===== src/rtl/ram_pkg.sv =====
// Shared definitions for the simple dual-port RAM family.
//   RD_LAT_MIN / RD_LAT_MAX : legal read-latency values (1 and 2)
//   BYTE_W                  : byte-lane width in bits
//   byte_parity()           : even-parity bit of one byte (byte ^ parity has even weight)
package ram_pkg;

  localparam int unsigned RD_LAT_MIN = 1;
  localparam int unsigned RD_LAT_MAX = 2;
  localparam int unsigned BYTE_W     = 8;

  function automatic logic byte_parity(input logic [BYTE_W-1:0] b);
    return ^b;
  endfunction

endpackage


===== src/rtl/ram_rd_pipe.sv =====
// Read-return pipeline for ram_sdp_pipe.
// Carries valid, data, range error and per-byte parity error through Lat register stages.
// Data registers only load on a valid beat so the output word holds between reads; the
// error flags are forced low on non-valid beats so they are always qualified by valid.
// Ports:
//   clk_i, rst_ni          clock, asynchronous active-low reset (flushes every stage)
//   vld_i, data_i          read beat entering the pipe and its word
//   err_i, perr_i          out-of-range flag and per-byte parity error of that beat
//   vld_o, data_o          beat leaving the pipe after Lat cycles, held data
//   err_o, perr_o          flags aligned with vld_o
module ram_rd_pipe #(
  parameter int unsigned Lat   = 1,
  parameter int unsigned Width = 32,
  parameter int unsigned Nb    = 4
) (
  input  logic             clk_i,
  input  logic             rst_ni,
  input  logic             vld_i,
  input  logic [Width-1:0] data_i,
  input  logic             err_i,
  input  logic [Nb-1:0]    perr_i,
  output logic             vld_o,
  output logic [Width-1:0] data_o,
  output logic             err_o,
  output logic [Nb-1:0]    perr_o
);

  logic [Lat-1:0]   vld_q;
  logic [Lat-1:0]   err_q;
  logic [Width-1:0] data_q [Lat];
  logic [Nb-1:0]    perr_q [Lat];

  always_ff @(posedge clk_i or negedge rst_ni) begin
    if (!rst_ni) begin
      vld_q <= '0;
      err_q <= '0;
      for (int i = 0; i < Lat; i++) begin
        data_q[i] <= '0;
        perr_q[i] <= '0;
      end
    end else begin
      vld_q[0]  <= vld_i;
      err_q[0]  <= vld_i & err_i;
      perr_q[0] <= vld_i ? perr_i : '0;
      if (vld_i) begin
        data_q[0] <= data_i;
      end
      for (int i = 1; i < Lat; i++) begin
        vld_q[i]  <= vld_q[i-1];
        err_q[i]  <= err_q[i-1];
        perr_q[i] <= perr_q[i-1];
        if (vld_q[i-1]) begin
          data_q[i] <= data_q[i-1];
        end
      end
    end
  end

  assign vld_o  = vld_q[Lat-1];
  assign err_o  = err_q[Lat-1];
  assign data_o = data_q[Lat-1];
  assign perr_o = perr_q[Lat-1];

endmodule


===== src/rtl/ram_sdp_pipe.sv =====
// Parametrised simple dual-port RAM (one write port, one read port, single clock) with
// byte-enable writes, RD_LAT-cycle read latency, valid qualification, a same-address
// collision policy and address range checking.
//
// Timing: a read presented while the clock edge that samples it occurs returns o_rd_vld
// and o_rd_data RD_LAT edges later, counting that sampling edge (RD_LAT=1 -> visible
// right after the sampling edge). o_wr_err is likewise visible right after the edge
// that sampled the bad write.
//
// Optional feature: define RAM_PARITY_EN to store one even-parity bit per byte lane and
// report per-byte mismatches on o_rd_perr. Without it o_rd_perr is tied to 0 and
// i_perr_inj is ignored. The port list is the same in both builds.
//
// Ports:
//   i_sys_clk, i_rst_n    clock, asynchronous active-low reset (array is not reset)
//   i_wr, i_wr_addr       write strobe and address
//   i_wr_data, i_wr_be    write word and byte enables (bit k covers data[8k+7:8k])
//   i_perr_inj            invert stored parity of the enabled bytes on this write
//   i_rd, i_rd_addr       read strobe and address
//   o_rd_data, o_rd_vld   read word (held between reads) and its valid pulse
//   o_wr_err              pulse: write address was >= DEPTH, write dropped
//   o_rd_err              with o_rd_vld: read address was >= DEPTH, data forced to 0
//   o_rd_perr             per-byte parity error, qualified by o_rd_vld
module ram_sdp_pipe
  import ram_pkg::*;
#(
  parameter int unsigned DEPTH    = 32,
  parameter int unsigned WIDTH    = 32,
  parameter int unsigned RD_LAT   = 1,
  parameter int unsigned WR_FIRST = 1,
  localparam int unsigned AW      = $clog2(DEPTH),
  localparam int unsigned NB      = WIDTH / BYTE_W
) (
  input  logic             i_sys_clk,
  input  logic             i_rst_n,
  input  logic             i_wr,
  input  logic [AW-1:0]    i_wr_addr,
  input  logic [WIDTH-1:0] i_wr_data,
  input  logic [NB-1:0]    i_wr_be,
  input  logic             i_perr_inj,
  input  logic             i_rd,
  input  logic [AW-1:0]    i_rd_addr,
  output logic [WIDTH-1:0] o_rd_data,
  output logic             o_rd_vld,
  output logic             o_wr_err,
  output logic             o_rd_err,
  output logic [NB-1:0]    o_rd_perr
);

  // Any value other than 2 falls back to the single-register read path.
  localparam int unsigned LAT = (RD_LAT == RD_LAT_MAX) ? RD_LAT_MAX : RD_LAT_MIN;

  localparam logic [AW:0] DEPTH_LIM = (AW+1)'(DEPTH);

  logic [WIDTH-1:0] mem_q [DEPTH];

  logic             wr_in_range;
  logic             rd_in_range;
  logic             wr_ok;
  logic [AW-1:0]    rd_idx;
  logic             wr_first_hit;
  logic [WIDTH-1:0] rd_raw;
  logic [WIDTH-1:0] rd_word;
  logic [NB-1:0]    rd_perr;
  logic             wr_err_q;

  assign wr_in_range = {1'b0, i_wr_addr} < DEPTH_LIM;
  assign rd_in_range = {1'b0, i_rd_addr} < DEPTH_LIM;
  assign wr_ok       = i_wr & wr_in_range;

  // Keep the array index legal even when the request is out of range.
  assign rd_idx = rd_in_range ? i_rd_addr : '0;

  assign wr_first_hit = (WR_FIRST != 0) && wr_ok && i_rd && rd_in_range &&
                        (i_wr_addr == i_rd_addr);

  // Storage: contents survive reset, so no reset branch here.
  always_ff @(posedge i_sys_clk) begin
    if (wr_ok) begin
      for (int k = 0; k < NB; k++) begin
        if (i_wr_be[k]) begin
          mem_q[i_wr_addr][k*BYTE_W +: BYTE_W] <= i_wr_data[k*BYTE_W +: BYTE_W];
        end
      end
    end
  end

  // Read word with write-first bypass of the enabled bytes; the array itself still
  // holds the pre-write word on this edge, which gives read-first for free.
  always_comb begin
    rd_raw = mem_q[rd_idx];
    if (wr_first_hit) begin
      for (int k = 0; k < NB; k++) begin
        if (i_wr_be[k]) begin
          rd_raw[k*BYTE_W +: BYTE_W] = i_wr_data[k*BYTE_W +: BYTE_W];
        end
      end
    end
    rd_word = rd_in_range ? rd_raw : '0;
  end

`ifdef RAM_PARITY_EN
  logic [NB-1:0] par_q [DEPTH];
  logic [NB-1:0] wr_par;
  logic [NB-1:0] rd_par;

  always_comb begin
    wr_par = '0;
    for (int k = 0; k < NB; k++) begin
      wr_par[k] = byte_parity(i_wr_data[k*BYTE_W +: BYTE_W]) ^ i_perr_inj;
    end
  end

  always_ff @(posedge i_sys_clk) begin
    if (wr_ok) begin
      for (int k = 0; k < NB; k++) begin
        if (i_wr_be[k]) begin
          par_q[i_wr_addr][k] <= wr_par[k];
        end
      end
    end
  end

  // Parity follows the same bypass as the data so a collision checks consistently.
  always_comb begin
    rd_par = par_q[rd_idx];
    if (wr_first_hit) begin
      for (int k = 0; k < NB; k++) begin
        if (i_wr_be[k]) begin
          rd_par[k] = wr_par[k];
        end
      end
    end
    rd_perr = '0;
    for (int k = 0; k < NB; k++) begin
      rd_perr[k] = rd_in_range && (byte_parity(rd_raw[k*BYTE_W +: BYTE_W]) != rd_par[k]);
    end
  end
`else
  logic unused_perr_inj;
  assign unused_perr_inj = i_perr_inj;
  assign rd_perr         = '0;
`endif

  always_ff @(posedge i_sys_clk or negedge i_rst_n) begin
    if (!i_rst_n) begin
      wr_err_q <= 1'b0;
    end else begin
      wr_err_q <= i_wr & ~wr_in_range;
    end
  end

  assign o_wr_err = wr_err_q;

  ram_rd_pipe #(
    .Lat   (LAT),
    .Width (WIDTH),
    .Nb    (NB)
  ) u_rd_pipe (
    .clk_i  (i_sys_clk),
    .rst_ni (i_rst_n),
    .vld_i  (i_rd),
    .data_i (rd_word),
    .err_i  (~rd_in_range),
    .perr_i (rd_perr),
    .vld_o  (o_rd_vld),
    .data_o (o_rd_data),
    .err_o  (o_rd_err),
    .perr_o (o_rd_perr)
  );

endmodule


===== config.mk =====
export PLATFORM = sky130hd
export DESIGN_NAME = ram_sdp_pipe
export DESIGN_NICKNAME = d
export VERILOG_FILES = /design/src/rtl/ram_pkg.sv /design/src/rtl/ram_rd_pipe.sv /design/src/rtl/ram_sdp_pipe.sv
export SDC_FILE = /design/constraint.sdc
export NUM_CORES = 1
export LEC_CHECK = 0
export CAP_MARGIN = 10
export CORE_MARGIN = 3
export CORE_UTILIZATION = 45
export CTS_BUF_LIST = sky130_fd_sc_hd__clkbuf_4
export CTS_CLUSTER_SIZE = 28
export DETAILED_ROUTE_END_ITERATION = 8
export DONT_BUFFER_PORTS = 1
export GPL_TIMING_DRIVEN = 0
export PLACE_DENSITY_LB_ADDON = 0.2
export SETUP_SLACK_MARGIN = 0.3
export SYNTH_ARGS = -nofsm -noshare
export SYNTH_HDL_FRONTEND = slang
export SYNTH_SLANG_ARGS = --single-unit

===== constraint.sdc =====
create_clock -name i_sys_clk -period 1.2 [get_ports i_sys_clk]
set_clock_uncertainty 0.15 [all_clocks]
set_input_delay 0.24 -clock i_sys_clk [delete_from_list [all_inputs] [get_ports i_sys_clk]]
set_output_delay 0.24 -clock i_sys_clk [all_outputs]
set_load 0.03 [all_outputs]

## Word-level counts from Yosys, hierarchy flattened

Memory sizes are Yosys's and may differ from the RTL's.
Cells that the tools add are included.

| storage, ports and cells | value |
|---|---|
| flip-flop bits (word level) | 33 |
| bits in writable memories | 1024 |
| input port bits | 51 |
| output and inout bits | 39 |
| logic and storage cells | 23 |
| memories | 1 |

| cells by class | value |
|---|---|
| equal/unequal tests | 1 |
| multiplexer cells | 17 |
| reductions and logical operators | 2 |

Memory list:

| memory | words | width | read ports | clocked after memory_dff | wr ports | line | text |
|---|---|---|---|---|---|---|---|
| mem_q | 32 | 32 | 1 | 0 | 1 | ram_sdp_pipe.sv:55 | `logic [WIDTH-1:0] mem_q [DEPTH];` |

Operators with widths:

| kind | number |
|---|---|
| 32-bit 2-to-1 mux | 1 |
| 8-bit 2-to-1 mux | 4 |
| 1-bit 2-to-1 mux | 12 |
| 5-bit == test | 1 |
| 1-bit logical AND | 2 |

## Depth between registers and ports, before layout

Gate-level depths: netlist of run 1.

| depth | value |
|---|---|
| depth after elaboration | 3 |
| depth in mapped cells | 8 |

## Hierarchy

From an unflattened synthesis of run 1, not the netlist that was laid out.

| unflattened totals | value |
|---|---|
| cell total of the unflattened synthesis | 2144 |
| area, all modules | 41826.4 um^2 |

By module, submodules not included:

| module | instances | cells an instance | area each (um^2) |
|---|---|---|---|
| ram_sdp_pipe | 1 | 2065 | 40327.4 |
| ram_rd_pipe | 1 | 79 | 1498.9 |

## Worst setup path after synthesis of run 1

OpenSTA, ideal clock, no wires.

| timing path | value |
|---|---|
| kind | input to register |
| start point | input port i_wr_addr[2] |
| end point | memory mem_q[4][0], enable pin |
| library setup time | 0.370 ns |
| arrival | 1.277 ns |
| required time | 0.680 ns |
| setup slack | -0.597 ns |
| stages | 4 |
| cells stage by stage | buf_2 nor3b_1 nand2_1 nor2_1 |

RTL lines:

| what | line | text |
|---|---|---|
| start: declaration | ram_sdp_pipe.sv:37 | `input logic [AW-1:0] i_wr_addr,` |
| end: declaration | ram_sdp_pipe.sv:55 |  |

No word-level cell before the write port.

## Worst setup path after layout of run 1

| timing path | value |
|---|---|
| start point | register u_rd_pipe.data_q (netlist bit u_rd_pipe.data_o[15]) |
| end point | output port o_rd_data[15] |

RTL lines:

| what | line | text |
|---|---|---|
| start: declaration | ram_rd_pipe.sv:30 | `logic [Width-1:0] data_q [Lat];` |
| start signal: indexed assignment | ram_rd_pipe.sv:53 | `data_q[i] <= data_q[i-1];` |
| end: declaration | ram_sdp_pipe.sv:43 | `output logic [WIDTH-1:0] o_rd_data,` |

No word-level cell between the ends.

==> impl_metrics.env, run 1 <==
export IMPL_grt_pass1_vias=25500
export IMPL_clockBufferDepth=4
export IMPL_cp_end_kind="output pin"
export IMPL_irDropWorstVdd_v=0.000833
export IMPL_drt_iter0_drc=2498
export IMPL_syn_area_sq_mm=0.0423
export IMPL_grt_max_degree=34
export IMPL_synth_most_common_cell="edfxtp_1"
export IMPL_die_area_sq_mm=0.0976
export IMPL_setup_slack_ps=-837
export IMPL_outcome="finished with violations"
export IMPL_place_ws_ps=-1660
export IMPL_worstSetupPathType="register to output pin"
export IMPL_timing_hold_ws_ps=-661
export IMPL_ys_types=32
export IMPL_fmax_mhz=491
export IMPL_p_int_mw=59.0
export IMPL_synthArstFlopShare=0.0312
export IMPL_routedWlPerCell_microns=28.4
export IMPL_rsz0062_at_grt="true"
export IMPL_leakagePower_nw=18.0
export IMPL_p_sw_frac=0.237
export IMPL_cts_buffers=291
export IMPL_syn_inst=2537
export IMPL_powerDensity_mw_per_mm2=1510
export IMPL_cts_hold_buf=98
export IMPL_hold_class="primary input to register"
export IMPL_synth_common_cells="1024 x edfxtp_1, 512 x mux2i_1, 160 x a22oi_1"
export IMPL_nNetsFinal=3019
export IMPL_avgViaCountPerCell=5.66
export IMPL_die_h_microns=312
export IMPL_synth_edf_count=1024
export IMPL_grt_usage=0.252
export IMPL_worstPathMaxFanout=2
export IMPL_avgSynthCellArea_sq_um=16.7
export IMPL_ys_seq_elements=1057
export IMPL_synth_top_cell_area_share=0.727
export IMPL_grt_pass1_wl_mm=174
export IMPL_setup_violations=65
export IMPL_initial_utilization=0.458
export IMPL_drc_errors=0
export IMPL_slew_violations=0
export IMPL_yosys_top_cells_area="edfxtp_1 73%, mux2i_1 12%, a22oi_1 2.8%"
export IMPL_start_kind="register"
export IMPL_synth_seq_area_share=0.747
export IMPL_p_switching_mw=18.4
export IMPL_drt_wl_total_mm=124
export IMPL_cts_root_buf="clkbuf_4"
export IMPL_dr_pass1_iters=7
export IMPL_die_x_microns=312
export IMPL_grt_overflow_total=0
export IMPL_yosys_warnings=0
export IMPL_hold_viol=1223
export IMPL_violations="negative hold slack, negative setup slack"
export IMPL_drive_above_1_share=0.310
export IMPL_crit_arrival_ps=1650
export IMPL_cap_viol_max_count=0
export IMPL_synth_flop_cell="edfxtp_1"
export IMPL_post_route_min_period_ps=2040
export IMPL_htreeDepth=5
export IMPL_rows=111
export IMPL_power_mw=77.4
export IMPL_period_share=1.70
export IMPL_antenna_found_initial=4
export IMPL_io_buffers=0
export IMPL_worst_slew_margin_rel=0.197
export IMPL_clkLatencyLatePin_ps=1150
export IMPL_clk_pin_slew_ps=60
export IMPL_cts_num_sinks=1057
export IMPL_place_hpwl_mm=81.8
export IMPL_place_congestion=0.860
export IMPL_area_growth_synth_to_final_pct=21.1
export IMPL_clkPwrFrac=0.392
export IMPL_coreArea_sq_mm=0.0924
export IMPL_seqPwrFrac=0.535
export IMPL_p_comb_frac=0.073
export IMPL_ant_nets=0
export IMPL_worst_pin_slew_ps=1200
export IMPL_cts_tree="done"
export IMPL_crit_required_ps=810
export IMPL_yosysTopAreaCell="edfxtp_1"
export IMPL_num_vias=24800
export IMPL_ios=90
==> metrics by stage <==
stage | setup TNS [ps] | hold slack, ps | cells | util | instance area, sq um
5_1_grt | -36910 | -721 | 4385 | 0.554 | 51200
2_1_floorplan | -319060 | -206 | 2542 | - | 43600
3_3_place_gp | -627290 | -202 | 3785 | 0.489 | 45200
6_report | -33590 | -661 | 4385 | 0.554 | 51200
3_5_place_dp | -661500 | -203 | 3785 | 0.489 | 45200
4_1_cts | -39950 | -586 | 4349 | 0.544 | 50300
==> power groups by stage <==
stage | Combinational, mW | Clock, mW | Sequential, mW
after global routing | 5.90 | 33.0 | 41.4
after floorplan | 2.81 | 0 | 42.1
after detailed placement | 4.21 | 0 | 42.1
final | 5.67 | 30.4 | 41.4
after CTS | 5.52 | 30.8 | 41.4
after global placement | 4.15 | 0 | 42.1
==> sequential cells by signal, indices dropped and copies added, names as in the netlist <==
signal	count
mem_q	1024
u_rd_pipe.data_o	32
u_rd_pipe.vld_o	1
==> layout by cell type (no fill, tap or decap), types with 36 or more instances in the layout <==
cell type and count:
a21oi_1 128, a22oi_1 124, a22oi_2 36, buf_12 66
buf_6 44, clkbuf_4 408, clkinv_1 45, dlygate4sd3_1 56
edfxtp_1 1024, mux2i_1 499, nand2_1 96, nand3_1 82
nand3_2 46, nor2_4 130, nor2b_1 36
==> timing repair <==
action | 4_1_cts | 5_1_grt
pin swaps | 128 | 96
hold endpoints to repair | 2114 | 1248
endpoints found under the setup margin | 82 | 1106
setup buffers | 0 | 35
resized for setup | 131 | 76
==> cell families after synthesis <==
group / after synthesis / share of synthesized area
mux: 512 / 0.121
simple gates: 483 / 0.0550
other cells: 1 / 0.0000887
buf+inv: 159 / 0.0252
xor+xnor: 5 / 0.00121
compound gates: 320 / 0.0502
flops: 1057 / 0.747
==> final timing paths <==
check	from	cells after the start	slack (ps)	end
max in group asynchronous	i_rst_n	3	340	u_rd_pipe.data_o[27]$_DFFE_PN0P_
min in group asynchronous	i_rst_n	3	240	u_rd_pipe.data_o[10]$_DFFE_PN0P_
worst min register to register	u_rd_pipe.data_o[21]$_DFFE_PN0P_	3	590	u_rd_pipe.data_o[21]$_DFFE_PN0P_
worst min-delay path	i_wr	2	-660	mem_q[0][12]$_DFFE_PP_
worst max-delay path	u_rd_pipe.data_o[15]$_DFFE_PN0P_	0	-840	o_rd_data[15]
worst max register to register	mem_q[30][7]$_DFFE_PP_	5	-290	u_rd_pipe.data_o[7]$_DFFE_PN0P_
==> final cells by class <==
cell class / instances / area (sq um)
Multi-Input combinational cell: 1326 / 11400
Timing Repair Buffer: 133 / 1970
Antenna cell: 1 / 2.50
Clock buffer: 402 / 3020
Fill cell: 7337 / 41200
Tap cell: 1243 / 1560
Buffer: 159 / 1220
Sequential cell: 1057 / 31600
Clock inverter: 64 / 358
==> routing by layer <==
layer  GRT usage  share of wire
met1       0.321           0.40
met4       0.108          0.037
met2       0.404           0.48
met3      0.0727          0.088
met5     0.00988        0.00080
(Power assumes the default switching activity.)
==> run 2: changes to the inputs <==
--- a/config.mk
+++ b/config.mk
@@ -5,10 +5,13 @@
 export SDC_FILE = /design/constraint.sdc
 export NUM_CORES = 1
 export LEC_CHECK = 0
-export CAP_MARGIN = 10
+export CAP_MARGIN = 20
+export CELL_PAD_IN_SITES_DETAIL_PLACEMENT = 1
+export CELL_PAD_IN_SITES_GLOBAL_PLACEMENT = 1
 export CORE_MARGIN = 3
 export CORE_UTILIZATION = 45
 export CTS_BUF_LIST = sky130_fd_sc_hd__clkbuf_4
+export CTS_CLUSTER_DIAMETER = 150
 export CTS_CLUSTER_SIZE = 28
 export DETAILED_ROUTE_END_ITERATION = 8
 export DONT_BUFFER_PORTS = 1
==> impl_metrics.env, run 2 (synthesis results as in run 1) <==
export IMPL_setup_slack_ps=-752
export IMPL_rows=111
export IMPL_dr_pass1_iters=6
export IMPL_area_growth_synth_to_final_pct=14.3
export IMPL_hold_viol=1118
export IMPL_largest_reg_flops=1024
export IMPL_p_comb_frac=0.094
export IMPL_clkLatencyLatePin_ps=1010
export IMPL_die_h_microns=312
export IMPL_dpl_cell_count=3787
export IMPL_cts_hold_buf=73
export IMPL_setup_violations=65
export IMPL_slew_violations=0
export IMPL_crit_arrival_ps=1560
export IMPL_rsz0062_at_grt="true"
export IMPL_cts_buffers=43
export IMPL_die_x_microns=312
export IMPL_clk_pin_slew_ps=280
export IMPL_cp_end_kind="output pin"
export IMPL_fmax_mhz=512
export IMPL_regMostFlops="mem_q"
export IMPL_avgViaCountPerCell=5.88
export IMPL_ant_nets=0
export IMPL_routedWlPerCell_microns=32.3
export IMPL_outcome="finished with violations"
export IMPL_coreArea_sq_mm=0.0924
export IMPL_cts_tree="done"
export IMPL_worst_slew_margin_rel=0.337
export IMPL_place_congestion=0.845
export IMPL_leakagePower_nw=16.3
export IMPL_cts_root_buf="clkbuf_4"
export IMPL_clkPwrFrac=0.218
export IMPL_cts_num_sinks=1057
export IMPL_period_share=1.63
export IMPL_met3_usage=0.0412
export IMPL_grt_max_degree=34
export IMPL_worst_pin_slew_ps=994
export IMPL_drive_above_1_share=0.232
export IMPL_worstSetupPathType="register to output pin"
export IMPL_ios=90
export IMPL_fill_cells=8493
export IMPL_grt_usage=0.260
export IMPL_nNetsFinal=2755
export IMPL_powerDensity_mw_per_mm2=1240
export IMPL_clockBufferDepth=3
export IMPL_p_int_mw=45.7
export IMPL_final_cell_count_no_fill=3987
export IMPL_crit_required_ps=810
export IMPL_drt_wl_total_mm=129
export IMPL_postLayoutCoreUtil=0.523
export IMPL_place_hpwl_mm=87.4
export IMPL_seqPwrFrac=0.688
export IMPL_die_area_sq_mm=0.0976
export IMPL_grt_overflow_total=0
export IMPL_layout_commonest_cell="edfxtp_1"
export IMPL_htreeDepth=2
export IMPL_num_vias=23400
export IMPL_top_usage_layer="met2"
export IMPL_cap_viol_max_count=0
export IMPL_violations="negative hold slack, negative setup slack"
export IMPL_worstPathMaxFanout=2
export IMPL_p_switching_mw=14.5
export IMPL_io_buffers=0
export IMPL_p_sw_frac=0.241
export IMPL_layout_common_cells="1024 x edfxtp_1, 504 x mux2i_1, 130 x nor2_4, 130 x a22oi_1, 121 x a21oi_1"
export IMPL_grt_pass1_vias=23900
export IMPL_post_route_min_period_ps=1950
export IMPL_irDropWorstVdd_v=0.00131
export IMPL_grtUsageMet1=0.351
export IMPL_antenna_found_initial=6
export IMPL_timing_hold_ws_ps=-533
export IMPL_initial_utilization=0.458
export IMPL_grt_pass1_wl_mm=180
export IMPL_drc_errors=0
export IMPL_hold_class="primary input to register"
export IMPL_start_kind="register"
export IMPL_use_met2=0.435
export IMPL_drt_iter0_drc=2301
[run 2: cell types whose count changed in the layout (fill, tap and decap cells not counted), sizes merged]
cell / change
buf: +11
bufinv: -4
clkbuf: -326
clkinv: -55
diode: +6
dlygate4sd3: -19
dlymetal6s4s: -7
inv: -4
[run 2: worst paths after layout]
path / endpoint / cells after the start / start / slack [ps]
min in group asynchronous: u_rd_pipe.data_o[20]$_DFFE_PN0P_ / 3 / i_rst_n / 130
worst max register to register: u_rd_pipe.data_o[30]$_DFFE_PN0P_ / 5 / mem_q[25][30]$_DFFE_PP_ / -330
worst min register to register: u_rd_pipe.data_o[12]$_DFFE_PN0P_ / 3 / u_rd_pipe.data_o[12]$_DFFE_PN0P_ / 620
worst min-delay path: mem_q[0][16]$_DFFE_PP_ / 2 / i_wr / -530
max in group asynchronous: u_rd_pipe.data_o[14]$_DFFE_PN0P_ / 3 / i_rst_n / 440
worst max-delay path: o_rd_data[18] / 0 / u_rd_pipe.data_o[18]$_DFFE_PN0P_ / -750
[run 2: metal layers]
layer  up-vias  part of all wire  wire [microns]
met4         2             0.032            4100
met3       151             0.070            8980
li1      10200                 -               -
met2       784              0.49           63100
met5         -          0.000085              11
met1     12300              0.41           52700
[run 2: area by class of cell]
class	instances	area, sq um	area share
plain buffers	159	1220	0.0252
flip-flops and latches	1057	31600	0.654
repair buffers	117	1880	0.0390
well taps	1243	1560	0.0322
diodes	7	17.5	0.000363
clock buffers	77	578	0.0120
multi-input cells	1326	11400	0.237
clock inverters	1	8.76	0.000181
[run 2: power by group through the flow]
| stage | Sequential (mW) | Combinational, mW | Clock (mW) |
|---|---|---|---|
| 4_1_cts | 41.4 | 5.56 | 13.3 |
| 3_3_place_gp | 42.1 | 4.21 | 0 |
| 6_report | 41.4 | 5.68 | 13.1 |
| 3_5_place_dp | 42.2 | 4.30 | 0 |
| 5_1_grt | 41.4 | 5.94 | 14.6 |
| 2_1_floorplan | 42.1 | 2.81 | 0 |
[run 2: metrics by stage]
step	setup WS (ps)	hold slack [ps]	power, mW	setup TNS, ps	instance area (sq um)
3_5_place_dp	-1600	-198	46.5	-683980	45200
2_1_floorplan	-437	-206	44.9	-319060	43600
5_1_grt	-832	-586	61.9	-36170	48300
4_1_cts	-842	-460	60.3	-77370	47300
6_report	-752	-533	60.1	-32800	48300
3_3_place_gp	-1680	-198	46.3	-646420	45200
[run 2: timing repair]
action	CTS	global route
pin swaps	116	87
buffers inserted	4	38
endpoints found under the hold margin	2103	1897
endpoints found under the setup margin	124	1065
gates resized for setup	135	68
